File: src/rtl/keypad_pkg.sv
// Shared definitions for the oven keypad scan controller:
// FSM state encoding, default sizing and the named digit codes.
package keypad_pkg;

  localparam int DEFAULT_NUM_KEYS        = 10;
  localparam int DEFAULT_DEBOUNCE_CYCLES = 8;

  typedef enum logic [2:0] {
    IDLE     = 3'd0,
    PRESS_DB = 3'd1,
    ACCEPT   = 3'd2,
    WAIT_REL = 3'd3,
    REL_DB   = 3'd4
  } state_t;

  localparam logic [3:0] KEY_0 = 4'd0;
  localparam logic [3:0] KEY_1 = 4'd1;
  localparam logic [3:0] KEY_2 = 4'd2;
  localparam logic [3:0] KEY_3 = 4'd3;
  localparam logic [3:0] KEY_4 = 4'd4;
  localparam logic [3:0] KEY_5 = 4'd5;
  localparam logic [3:0] KEY_6 = 4'd6;
  localparam logic [3:0] KEY_7 = 4'd7;
  localparam logic [3:0] KEY_8 = 4'd8;
  localparam logic [3:0] KEY_9 = 4'd9;

endpackage

File: src/rtl/keypad_scan_ctrl_if.sv
// Key lines in, qualified key events out. The controller uses the slave
// view; the keypad/consumer side uses the master view.
interface keypad_scan_ctrl_if
  import keypad_pkg::*;
#(
  parameter int NUM_KEYS = DEFAULT_NUM_KEYS,
  parameter int KEY_W    = $clog2(NUM_KEYS)
);
  logic [NUM_KEYS-1:0] keys;
  logic [KEY_W-1:0]    key_code;
  logic                key_valid;
  logic                key_held;
  logic                busy;

  modport master (
    output keys,
    input  key_code,
    input  key_valid,
    input  key_held,
    input  busy
  );

  modport slave (
    input  keys,
    output key_code,
    output key_valid,
    output key_held,
    output busy
  );
endinterface

File: src/rtl/keypad_scan_ctrl_prio_enc.sv
// Combinational fixed-priority encoder: lowest asserted index wins.
// Kept generic so the start/stop/cancel keys can reuse it.
module prio_enc #(
  parameter int NUM_KEYS = 10,
  parameter int KEY_W    = $clog2(NUM_KEYS)
) (
  input  logic [NUM_KEYS-1:0] keys,
  output logic [KEY_W-1:0]    code,
  output logic                any_valid
);

  always_comb begin
    code = '0;
    // Scan downwards so the lowest set bit is the last (winning) assignment.
    for (int i = NUM_KEYS - 1; i >= 0; i--) begin
      if (keys[i]) begin
        code = KEY_W'(i);
      end
    end
  end

  assign any_valid = |keys;

endmodule

File: src/rtl/keypad_scan_ctrl.sv
// Shared-counter debounce and arbitration for the keypad: one key event
// per qualified press, held flag until the release is qualified.
module keypad_scan_ctrl
  import keypad_pkg::*;
#(
  parameter int NUM_KEYS        = DEFAULT_NUM_KEYS,
  parameter int DEBOUNCE_CYCLES = DEFAULT_DEBOUNCE_CYCLES
) (
  input  logic               clk,
  input  logic               rst,
  keypad_scan_ctrl_if.slave  bus
);

  localparam int KEY_W = $clog2(NUM_KEYS);
  localparam int CNT_W = $clog2(DEBOUNCE_CYCLES + 1);
  localparam logic [CNT_W-1:0] CNT_LAST = CNT_W'(DEBOUNCE_CYCLES - 1);
  localparam logic [CNT_W-1:0] CNT_ONE  = CNT_W'(1);

  state_t           state_reg, state_next;
  logic [CNT_W-1:0] count_reg, count_next;
  logic [KEY_W-1:0] captured_reg, captured_next;
  logic [KEY_W-1:0] code_reg, code_next;
  logic             held_reg, held_next;

  logic [KEY_W-1:0] candidate;
  logic             any_pressed;

  prio_enc #(
    .NUM_KEYS (NUM_KEYS),
    .KEY_W    (KEY_W)
  ) u_prio_enc (
    .keys      (bus.keys),
    .code      (candidate),
    .any_valid (any_pressed)
  );

  always_ff @(posedge clk) begin
    if (rst) begin
      state_reg    <= IDLE;
      count_reg    <= '0;
      captured_reg <= '0;
      code_reg     <= '0;
      held_reg     <= 1'b0;
    end else begin
      state_reg    <= state_next;
      count_reg    <= count_next;
      captured_reg <= captured_next;
      code_reg     <= code_next;
      held_reg     <= held_next;
    end
  end

  always_comb begin
    state_next    = state_reg;
    count_next    = count_reg;
    captured_next = captured_reg;
    code_next     = code_reg;
    held_next     = held_reg;

    case (state_reg)
      IDLE: begin
        if (any_pressed) begin
          captured_next = candidate;
          count_next    = CNT_ONE;
          state_next    = PRESS_DB;
        end
      end

      PRESS_DB: begin
        // A change of winner counts as a bounce, so a different key must
        // earn its own full debounce window from IDLE.
        if (!any_pressed || candidate != captured_reg) begin
          count_next = '0;
          state_next = IDLE;
        end else if (count_reg == CNT_LAST) begin
          // Code and held flag are loaded on entry so they align with the pulse.
          count_next = '0;
          code_next  = captured_reg;
          held_next  = 1'b1;
          state_next = ACCEPT;
        end else begin
          count_next = count_reg + CNT_ONE;
        end
      end

      ACCEPT: begin
        state_next = WAIT_REL;
      end

      WAIT_REL: begin
        if (!any_pressed) begin
          count_next = CNT_ONE;
          state_next = REL_DB;
        end
      end

      REL_DB: begin
        if (any_pressed) begin
          count_next = '0;
          state_next = WAIT_REL;
        end else if (count_reg == CNT_LAST) begin
          count_next = '0;
          held_next  = 1'b0;
          state_next = IDLE;
        end else begin
          count_next = count_reg + CNT_ONE;
        end
      end

      default: begin
        count_next = '0;
        state_next = IDLE;
      end
    endcase
  end

  assign bus.key_valid = (state_reg == ACCEPT);
  assign bus.key_code  = code_reg;
  assign bus.key_held  = held_reg;
  assign bus.busy      = (state_reg != IDLE);

endmodule

File: src/flat_wrapper.sv
// flat-port wrapper written by rule: the top's interface ports become plain ports
module keypad_scan_ctrl_flat import keypad_pkg::*;
#(
  parameter int NUM_KEYS        = DEFAULT_NUM_KEYS,
  parameter int DEBOUNCE_CYCLES = DEFAULT_DEBOUNCE_CYCLES
)
  (clk, rst, bus_keys, bus_key_code, bus_key_valid, bus_key_held, bus_busy);
  keypad_scan_ctrl_if #(.NUM_KEYS(NUM_KEYS)) bus_i ();
  input  logic clk;
  input  logic rst;
  input wire logic [$bits(bus_i.keys)-1:0] bus_keys;
  output wire logic [$bits(bus_i.key_code)-1:0] bus_key_code;
  output wire logic [$bits(bus_i.key_valid)-1:0] bus_key_valid;
  output wire logic [$bits(bus_i.key_held)-1:0] bus_key_held;
  output wire logic [$bits(bus_i.busy)-1:0] bus_busy;
  assign bus_i.keys = bus_keys;
  assign bus_key_code = bus_i.key_code;
  assign bus_key_valid = bus_i.key_valid;
  assign bus_key_held = bus_i.key_held;
  assign bus_busy = bus_i.busy;
  keypad_scan_ctrl #(.NUM_KEYS(NUM_KEYS), .DEBOUNCE_CYCLES(DEBOUNCE_CYCLES)) u_core (.clk(clk), .rst(rst), .bus(bus_i));
endmodule
File: config.mk
export PLATFORM = sky130hd
export DESIGN_NAME = keypad_scan_ctrl_flat
export DESIGN_NICKNAME = d
export VERILOG_FILES = /design/src/rtl/keypad_pkg.sv /design/src/rtl/keypad_scan_ctrl_if.sv /design/src/rtl/keypad_scan_ctrl_prio_enc.sv /design/src/rtl/keypad_scan_ctrl.sv /design/src/flat_wrapper.sv
export SDC_FILE = /design/constraint.sdc
export NUM_CORES = 1
export LEC_CHECK = 0
export CAP_MARGIN = 10
export CORE_MARGIN = 2
export CORE_UTILIZATION = 52
export CTS_CLUSTER_SIZE = 12
export DETAILED_ROUTE_END_ITERATION = 10
export HOLD_SLACK_MARGIN = 0.05
export PLACE_DENSITY = 0.88
export SLEW_MARGIN = 20
export SYNTH_ARGS = -nofsm -noshare
export SYNTH_HDL_FRONTEND = slang
export SYNTH_SLANG_ARGS = --single-unit
File: constraint.sdc
create_clock -name clk -period 2.1 [get_ports clk]
set_input_delay 0.315 -clock clk [delete_from_list [all_inputs] [get_ports clk]]
set_output_delay 0.315 -clock clk [all_outputs]
set_load 0.01 [all_outputs]
Word-level counts from Yosys, hierarchy flattened
Cells that the tools add are included.
{"block": "word_totals", "regBits": 16, "output_inout_bits": 7, "wordCells": 61}
{"block": "classes", "add_sub_neg": 1, "n_eq_ne": 14, "n_mux": 28, "bitwise": 2, "n_reduce_logical": 11}
{"op": "4-bit 2-to-1 mux", "count": 15}
{"op": "4-bit one-hot mux with 5 select lines", "count": 1}
{"op": "3-bit 2-to-1 mux", "count": 6}
{"op": "3-bit one-hot mux with 5 select lines", "count": 1}
{"op": "10-bit OR reduction", "count": 1}
{"op": "3-bit by 2-bit == test with 1-bit output, second input constant", "count": 2}
{"op": "2-bit by 1-bit inequality test with 1-bit output, second input constant", "count": 3}
{"op": "2-bit inequality test, second input constant", "count": 3}
{"op": "3-bit by 1-bit inequality test with 1-bit output, second input constant", "count": 2}
{"op": "3-bit AND reduction", "count": 2}
{"op": "5-bit AND reduction", "count": 1}
{"op": "4-bit by 1-bit adder with 4-bit output, second input constant", "count": 1}
{"op": "4-bit by 3-bit == test with 1-bit output, second input constant", "count": 1}
{"op": "1-bit 2-to-1 mux", "count": 4}
{"op": "4-bit inequality test", "count": 1}
{"op": "4-bit AND reduction", "count": 1}
{"op": "3-bit by 1-bit == test with 1-bit output, second input constant", "count": 1}
{"op": "3-bit == test, second input constant", "count": 1}
{"op": "3-bit logical NOT", "count": 1}
{"op": "3-bit nonzero test", "count": 1}
{"op": "1-bit inverter", "count": 2}
{"op": "1-bit one-hot mux with 2 select lines", "count": 1}
{"op": "2-bit AND reduction", "count": 1}
{"op": "2-bit nonzero test", "count": 1}
{"op": "2 further kinds", "count": 2}

Depth between registers and ports, before layout
Gate-level depths: netlist (run 1).
{"block": "logic_depth", "depth_word": 14, "ltp_mapped": 8}

By module
From an unflattened synthesis (run 1), not the netlist that was laid out.
{"block": "hier_totals", "hier_cells": 126, "area_unflattened_um2": 1007.2}
{"mod": "keypad_scan_ctrl", "n_inst": 1, "cells_per_inst": 108, "area_each_um2": 905.9, "seq_area_each_um2": 320.3}
{"mod": "prio_enc", "n_inst": 1, "cells_per_inst": 18, "area_each_um2": 101.3, "seq_area_each_um2": 0.0}

Worst setup path before layout (run 1)
OpenSTA, ideal clock, no wires.
{"block": "synth_path", "kind": "input to register", "start": "input bus_keys[0]", "end": "register u_core.count_reg[2]", "setup_ns": 0.133, "t_arrival_ns": 1.807, "t_required_ns": 1.967, "path_slack_ns": 0.160, "stages": 7, "n_path_buf": 1, "path_cell_list": "clkbuf_1 > or4_4 > or3_4 > nand2_1 > a21oi_2 > a221oi_2 > nor4_2"}
{"block": "synth_between", "elab_chain_cells": 5, "word_cells_on_any_way": 11}
{"element": "start, declared", "line_no": "flat_wrapper.sv:11", "text": "input wire logic [$bits(bus_i.keys)-1:0] bus_keys;"}
{"element": "4-bit 2-to-1 mux / 10-bit OR reduction (equally long branches)", "line_no": "keypad_scan_ctrl_prio_enc.sv:16, keypad_scan_ctrl_prio_enc.sv:22"}
{"element": "4-bit inequality test / 1-bit logical NOT (equally long branches)", "line_no": "keypad_scan_ctrl.sv:72", "text": "if (!any_pressed || candidate != captured_reg) begin"}
{"element": "1-bit logical OR", "line_no": "keypad_scan_ctrl.sv:72"}
{"element": "4-bit 2-to-1 mux", "line_no": "keypad_scan_ctrl.sv:72"}
{"element": "4-bit one-hot mux with 5 select lines", "line_no": "keypad_scan_ctrl.sv:60", "text": "case (state_reg)"}
{"element": "end signal, assigned", "line_no": "keypad_scan_ctrl.sv:46", "text": "count_reg <= count_next;"}
{"element": "end, declared", "line_no": "keypad_scan_ctrl.sv:20", "text": "logic [CNT_W-1:0] count_reg, count_next;"}
Several ways; a longest one is shown, not always the timed one.
A chain may end at the register's enable or synchronous reset.

Worst setup path after layout (run 1)
{"block": "layout_path", "start": "register u_core.state_reg[1]", "end": "output bus_key_valid"}
{"block": "layout_between", "elab_chain_cells": 1}
{"element": "start, declared", "line_no": "keypad_scan_ctrl.sv:19", "text": "state_t state_reg, state_next;"}
{"element": "start signal, assigned", "line_no": "keypad_scan_ctrl.sv:45", "text": "state_reg <= state_next;"}
{"element": "3-bit by 2-bit == test with 1-bit output", "line_no": "keypad_scan_ctrl.sv:117", "text": "assign bus.key_valid = (state_reg == ACCEPT);"}
{"element": "end, declared", "line_no": "flat_wrapper.sv:13", "text": "output wire logic [$bits(bus_i.key_valid)-1:0] bus_key_valid;"}
Every way passes these cells.

==> flow_metrics.py, run 1 <==
metrics = {
    "sta": {
        "skew_ps": 1.872,
        "slew_violations": 0,
        "fin_hold_ws_ps": 499.6,
        "setup_slack_ps": 26.05,
        "finalHoldViolCount": 0,
        "timing.fmax_ghz": 0.4822,
        "finalSetupViolCount": 0,
        "period_minus_slack_ps": 2074,
        "fin_setup_tns_ps": 0,
        "slew_headroom": 0.6787,
        "worst_pin_slew_ps": 481.5,
        "fin_crit_sh": 0.9876,
    },
    "min_path": {
        "worstHoldStart": "u_core.bus.key_held",
        "min_path_type": "reg2reg",
    },
    "cts": {
        "cts_made_buffers": 3,
        "clockBufferDepth": 2,
        "htree_levels": 1,
        "cts.sinks": 16,
        "clk_latency_ps": 300,
        "cts_hold_buf": 0,
        "cts_tree": "built",
        "clk_pin_slew_ps": 100,
        "clockRootBuffer": "clkbuf_4",
    },
    "logic_synthesis": {
        "ys_seq_area_frac": 0.2854,
        "synth_area_leaders": "dfxtp_1, nor2_1, a21oi_1, inv_1, nand2_1",
        "yosysTopAreaCellShare": 0.2854,
        "syn_avg_cell_area_sq_um": 7.740,
        "yosysTopAreaCell": "dfxtp_1",
        "ys_top_cells_by_count": "dfxtp_1, nor2_1, a21oi_1, inv_1, nand2_1",
        "yosysWarnings": 0,
        "synthesis.nets": 158,
        "syn_area_sq_mm": 0.001122,
        "ys_seq_elements": 16,
        "synth.distinct_cells": 42,
        "synth_top_flop_cell": "dfxtp_1",
        "synth-async-reset-ratio": 0,
        "netlist_instances": 145,
        "synth_edf_count": 0,
    },
    "power_and_ir_drop": {
        "p_total_mw": 0.7474,
        "pwr-share-comb": 0.262,
        "clkPwrFrac": 0.285,
        "switchingPower_mw": 0.2334,
        "power_density_mw_per_mm2": 479.4,
        "internal_power_mw": 0.5140,
        "power_frac_seq": 0.452,
        "switching_share": 0.3123,
        "max-vdd-ir-drop_mv": 0.5574,
        "p_leak_nw": 0.6081,
    },
    "worst_setup_path": {
        "crit_path_start_kind": "flop",
        "r2r_start": "u_core.count_reg[0]",
        "crit_chain": "nand2b_1 > nor2_1 > clkdlybuf4s50_1",
        "end_kind": "output pin",
        "crit_type": "reg2out",
        "path_max_fanout": 9,
        "arrival_ps": 1760,
        "critical_path.top_delay_family": "buffers and inverters",
        "crit_start": "u_core.state_reg[1]",
        "worst_path_largest_cell_delay_ps": 580,
        "slowest_stage": "clkdlybuf4s50_1",
        "path_buf_inv": 1,
        "cp.required_ps": 1780,
    },
    "die": {
        "chipWidth_microns": 50.46,
        "pin_count": 19,
        "die_h_microns": 50.46,
        "core_area_sq_mm": 0.002002,
        "rows": 16,
        "initial_core_util": 0.5606,
        "dieArea_sq_mm": 0.002546,
    },
    "layout": {
        "layout-drive-gt1-share": 0.2841,
        "nets": 190,
        "syn2layout_area_growth_pct": 38.91,
        "final_util": 0.7788,
        "antennaDiodeCount": 0,
        "fill_cells": 131,
    },
    "place": {
        "hpwl_microns": 2320,
        "place_congestion": 0.8917,
        "io_buffers": 18,
        "preCtsSetupSlack_ps": -370.4,
    },
    "routing": {
        "dr_total_vias": 1314,
        "ant_nets": 0,
        "drt_wl_total_microns": 3726,
        "drt_iter0_drc": 46,
        "post_drt_wl_per_cell_microns": 18.35,
        "drc": 0,
        "dr.pass1.iters": 5,
        "viasPerCell": 6.473,
    },
    "run": {
        "maxCapViolations": 0,
    },
    "global_routing": {
        "grt_usage": 0.3015,
        "grt_antenna_before_repair": 0,
        "grt_max_degree": 12,
        "grt_pass1_wl_microns": 5823,
        "grt-ovfl-total": 0,
        "grt_pass1_vias": 1293,
    },
    "status": {
        "status": "finished, final reports clean",
    },
}
## routing by layer
layer / vias up / share of wire / GRT usage
met5: - / 0 / 0
met4: 0 / 0.047 / 0.1577
met3: 19 / 0.077 / 0.06250
met2: 84 / 0.49 / 0.4890
met1: 607 / 0.38 / 0.3750
li1: 604 / - / -
## per-stage QoR
| step | instances | cell area (sq um) |
|---|---|---|
| 2_1_floorplan | 145 | 1122 |
| 3_3_place_gp | 196 | 1403 |
| 5_1_grt | 203 | 1559 |
| 6_report | 203 | 1559 |
| 4_1_cts | 203 | 1501 |
| 3_5_place_dp | 196 | 1403 |
## cells by family (layout without fill, tap and decap cells)
logic type / after synthesis / after routing / synth area share
adder cells (fa/ha/maj): 1 / 1 / 0.01115
AND/OR/NAND/NOR: 63 / 63 / 0.3278
buffers and inverters: 18 / 49 / 0.06800
AO/OA/AOI/OAI: 45 / 45 / 0.2899
multiplexers: 2 / 2 / 0.01784
flip-flops: 16 / 16 / 0.2854
## path summary, 6_finish.rpt
| kind | endpoint | slack (ps) | depth (start not counted) |
|---|---|---|---|
| max | bus_key_valid | 30 | 3 |
| max reg2reg | u_core.count_reg[0] | 210 | 6 |
| min | u_core.bus.key_held | 500 | 1 |
| min reg2reg | u_core.bus.key_held | 500 | 1 |
## power by group through the flow
stage               clock, mW  sequential [mW]  combinational, mW
finish                  0.213            0.338              0.196
global route            0.225            0.339              0.212
CTS                     0.209            0.334              0.182
detailed placement          0            0.339              0.171
global placement            0            0.338              0.163
floorplan                   0            0.329              0.102
## cell usage in the layout, fill, tap and decap left out, types with 3 or more instances in the layout
cell type        count
dfxtp_1             15
dlymetal6s2s_1       6
nor3_1               4
nand3_1              6
a311oi_2             3
inv_1               10
nand2_1              9
clkbuf_4             3
nor2_1              14
nor4_2               3
buf_4               17
nor2b_1              3
a31o_1               4
nor3b_1              3
o21ai_0              6
a21oi_1             10
clkdlybuf4s50_1     10
nand2b_1             3
## final cells by class
cell class                      instances  area, sq um  area share
Inverter                               10        37.54     0.02408
Timing Repair Buffer                   35        320.3      0.2055
Multi-Input combinational cell        111        809.5      0.5193
Sequential cell                        16        321.6      0.2063
Clock buffer                            4        36.28     0.02327
Tap cell                               27        33.78     0.02167
## timing repair
item	CTS	global route
setup buffers	3	0
gates resized for setup	10	19
pin swaps	5	10
endpoints found under the setup margin	7	11
No activity file was read; power rests on OpenSTA's default activity.
==> run 2: changes to the inputs <==
--- a/config.mk
+++ b/config.mk
@@ -5,13 +5,14 @@
 export SDC_FILE = /design/constraint.sdc
 export NUM_CORES = 1
 export LEC_CHECK = 0
+export ABC_CLOCK_PERIOD_IN_PS = 2100
 export CAP_MARGIN = 10
 export CORE_MARGIN = 2
 export CORE_UTILIZATION = 52
 export CTS_CLUSTER_SIZE = 12
 export DETAILED_ROUTE_END_ITERATION = 10
 export HOLD_SLACK_MARGIN = 0.05
-export PLACE_DENSITY = 0.88
+export PLACE_DENSITY = 0.79
 export SLEW_MARGIN = 20
 export SYNTH_ARGS = -nofsm -noshare
 export SYNTH_HDL_FRONTEND = slang
==> run 2 against run 1 <==
Net effect:
- die area is the same
- critical path type is now in2reg
- clock power shrank 3%
- largest cell class unchanged
- clock-buffer cell count is the same
- sequential cell count is the same
- global-route usage shrank 3.8 points
- highest routed layer unchanged
- first-iteration DRC count grew 15%
==> flow_metrics.py, run 2 (same netlist as run 1, synthesis figures left out) <==
metrics = {
    "status": {
        "status": "finished, final reports clean",
    },
    "min_path": {
        "worstHoldEndpoint": "u_core.bus.key_held",
        "hold_depth": 1,
        "worstHoldStart": "u_core.bus.key_held",
        "min_path_type": "reg2reg",
    },
    "place": {
        "place_congestion": 0.9078,
        "hpwl_microns": 2334,
        "io_buffers": 18,
        "dp.cells": 202,
    },
    "routing": {
        "drc": 0,
        "dr_total_vias": 1233,
        "drt_wl_total_microns": 3196,
        "post_drt_wl_per_cell_microns": 15.29,
        "viasPerCell": 5.900,
        "ant_nets": 0,
        "drt_iter0_drc": 53,
        "dr.pass1.iters": 4,
    },
    "sta": {
        "fin_hold_ws_ps": 487.5,
        "rsz0062_at_grt": "true",
        "period_minus_slack_ps": 2086,
        "skew_ps": 14.60,
        "worst_pin_slew_ps": 567.1,
        "finalSetupViolCount": 0,
        "fin_crit_sh": 0.9931,
        "finalHoldViolCount": 0,
        "fin_setup_tns_ps": 0,
        "slew_headroom": 0.6205,
        "timing.fmax_ghz": 0.4795,
        "slew_violations": 0,
    },
    "run": {
        "maxCapViolations": 0,
    },
    "cts": {
        "clk_latency_ps": 300,
        "cts_hold_buf": 0,
        "cts_made_buffers": 3,
        "cts.sinks": 16,
        "clockRootBuffer": "clkbuf_4",
        "clk_pin_slew_ps": 80,
        "cts_tree": "built",
        "htree_levels": 1,
        "clockBufferDepth": 2,
    },
    "power_and_ir_drop": {
        "p_total_mw": 0.7391,
        "max-vdd-ir-drop_mv": 0.6525,
        "power_density_mw_per_mm2": 472.5,
        "p_leak_nw": 0.6023,
    },
    "die": {
        "pin_count": 19,
        "core_area_sq_mm": 0.002002,
        "dieArea_sq_mm": 0.002546,
        "rows": 16,
        "initial_core_util": 0.5606,
        "die_h_microns": 50.46,
        "chipWidth_microns": 50.46,
    },
    "layout": {
        "layout-drive-gt1-share": 0.2637,
        "final_common_cell": "buf_4",
        "final_cell_mix": "buf_4, nor2_1, dfxtp_1, clkdlybuf4s50_1",
        "syn2layout_area_growth_pct": 39.35,
        "nets": 196,
        "fin_cells": 209,
        "final_util": 0.7813,
        "fill_cells": 137,
        "antennaDiodeCount": 0,
    },
    "global_routing": {
        "grt_antenna_before_repair": 0,
        "grt-ovfl-total": 0,
        "grt_max_degree": 11,
        "grt_pass1_vias": 1143,
        "grt_usage": 0.2634,
        "grt_pass1_wl_microns": 5119,
    },
    "worst_setup_path": {
        "worst_path_largest_cell_delay_ps": 590,
        "end_kind": "flop",
        "arrival_ps": 2250,
        "ff2ff_path_depth": 5,
        "path_buf_inv": 1,
        "crit_chain": "clkdlybuf4s50_1 > or4_4 > or3_4 > nand2_2 > a21oi_4 > a221oi_2 > nor4_2",
        "r2r_start": "u_core.count_reg[0]",
        "cp.required_ps": 2270,
        "critical_path.top_delay_family": "simple AND/OR/NAND/NOR gates",
        "crit_type": "in2reg",
        "path_max_fanout": 4,
        "crit_path_start_kind": "primary input",
        "slowest_stage": "or4_4",
        "regToRegEndpoint": "u_core.bus.key_code[0]",
        "rrSetupSlack_ps": 350,
    },
}
==> run 2: worst max-delay path by stage <==
stage / from / to / slack [ps] / cells after the start
after floorplan: bus_keys[0] / u_core.count_reg[2] / 160 / 7
after global placement: bus_keys[6] / u_core.state_reg[1] / -290 / 7
after detailed placement: bus_keys[6] / u_core.state_reg[1] / -340 / 7
after CTS: bus_keys[3] / u_core.count_reg[2] / 10 / 7
after global routing: bus_keys[1] / u_core.count_reg[3] / -20 / 10
final: bus_keys[1] / u_core.count_reg[2] / 10 / 7
==> run 2: through the flow <==
stage | setup slack, ps | instance area, sq um
floorplan | 160.3 | 1122
global placement | -292.9 | 1448
detailed placement | -341.0 | 1448
CTS | 13.07 | 1496
global route | -21.85 | 1564
finish | 14.43 | 1564
==> run 2: final cells by class <==
type	count	area (sq um)	share of cell area
clock buffer	4	36.28	0.02320
timing repair buffer	40	351.6	0.2248
inverter	10	37.54	0.02400
tap	27	33.78	0.02160
sequential	16	321.6	0.2056
multi-input combinational	112	783.3	0.5008
==> run 2: report_power, final <==
group | internal (mW) | switching (mW)
clock | 0.106 | 0.101
combinational | 0.0998 | 0.107
sequential | 0.313 | 0.0120
==> run 2: timing repair <==
item                                    in CTS  in global routing
cloned                                       0                  1
endpoints found under the setup margin       5                  7
buffers inserted                             0                  2
pin swaps                                    1                  8
resized for setup                            3                 11
==> run 2: layer usage <==
layer	GRT usage	vias up	share of wire
met3	0.06845	7	0.069
met1	0.3626	566	0.45
met4	0.06306	0	0.010
met5	0	-	0
met2	0.4123	45	0.47
li1	-	615	-
==> run 2: worst register-to-register path: cells and delay by family, from the launching register on <==
kind / cells / cell delay, ps
AND/OR/NAND/NOR: 3 / 910
AO/OA/AOI/OAI: 1 / 150
flip-flops: 1 / 400
adder cells (fa/ha/maj): 1 / 220
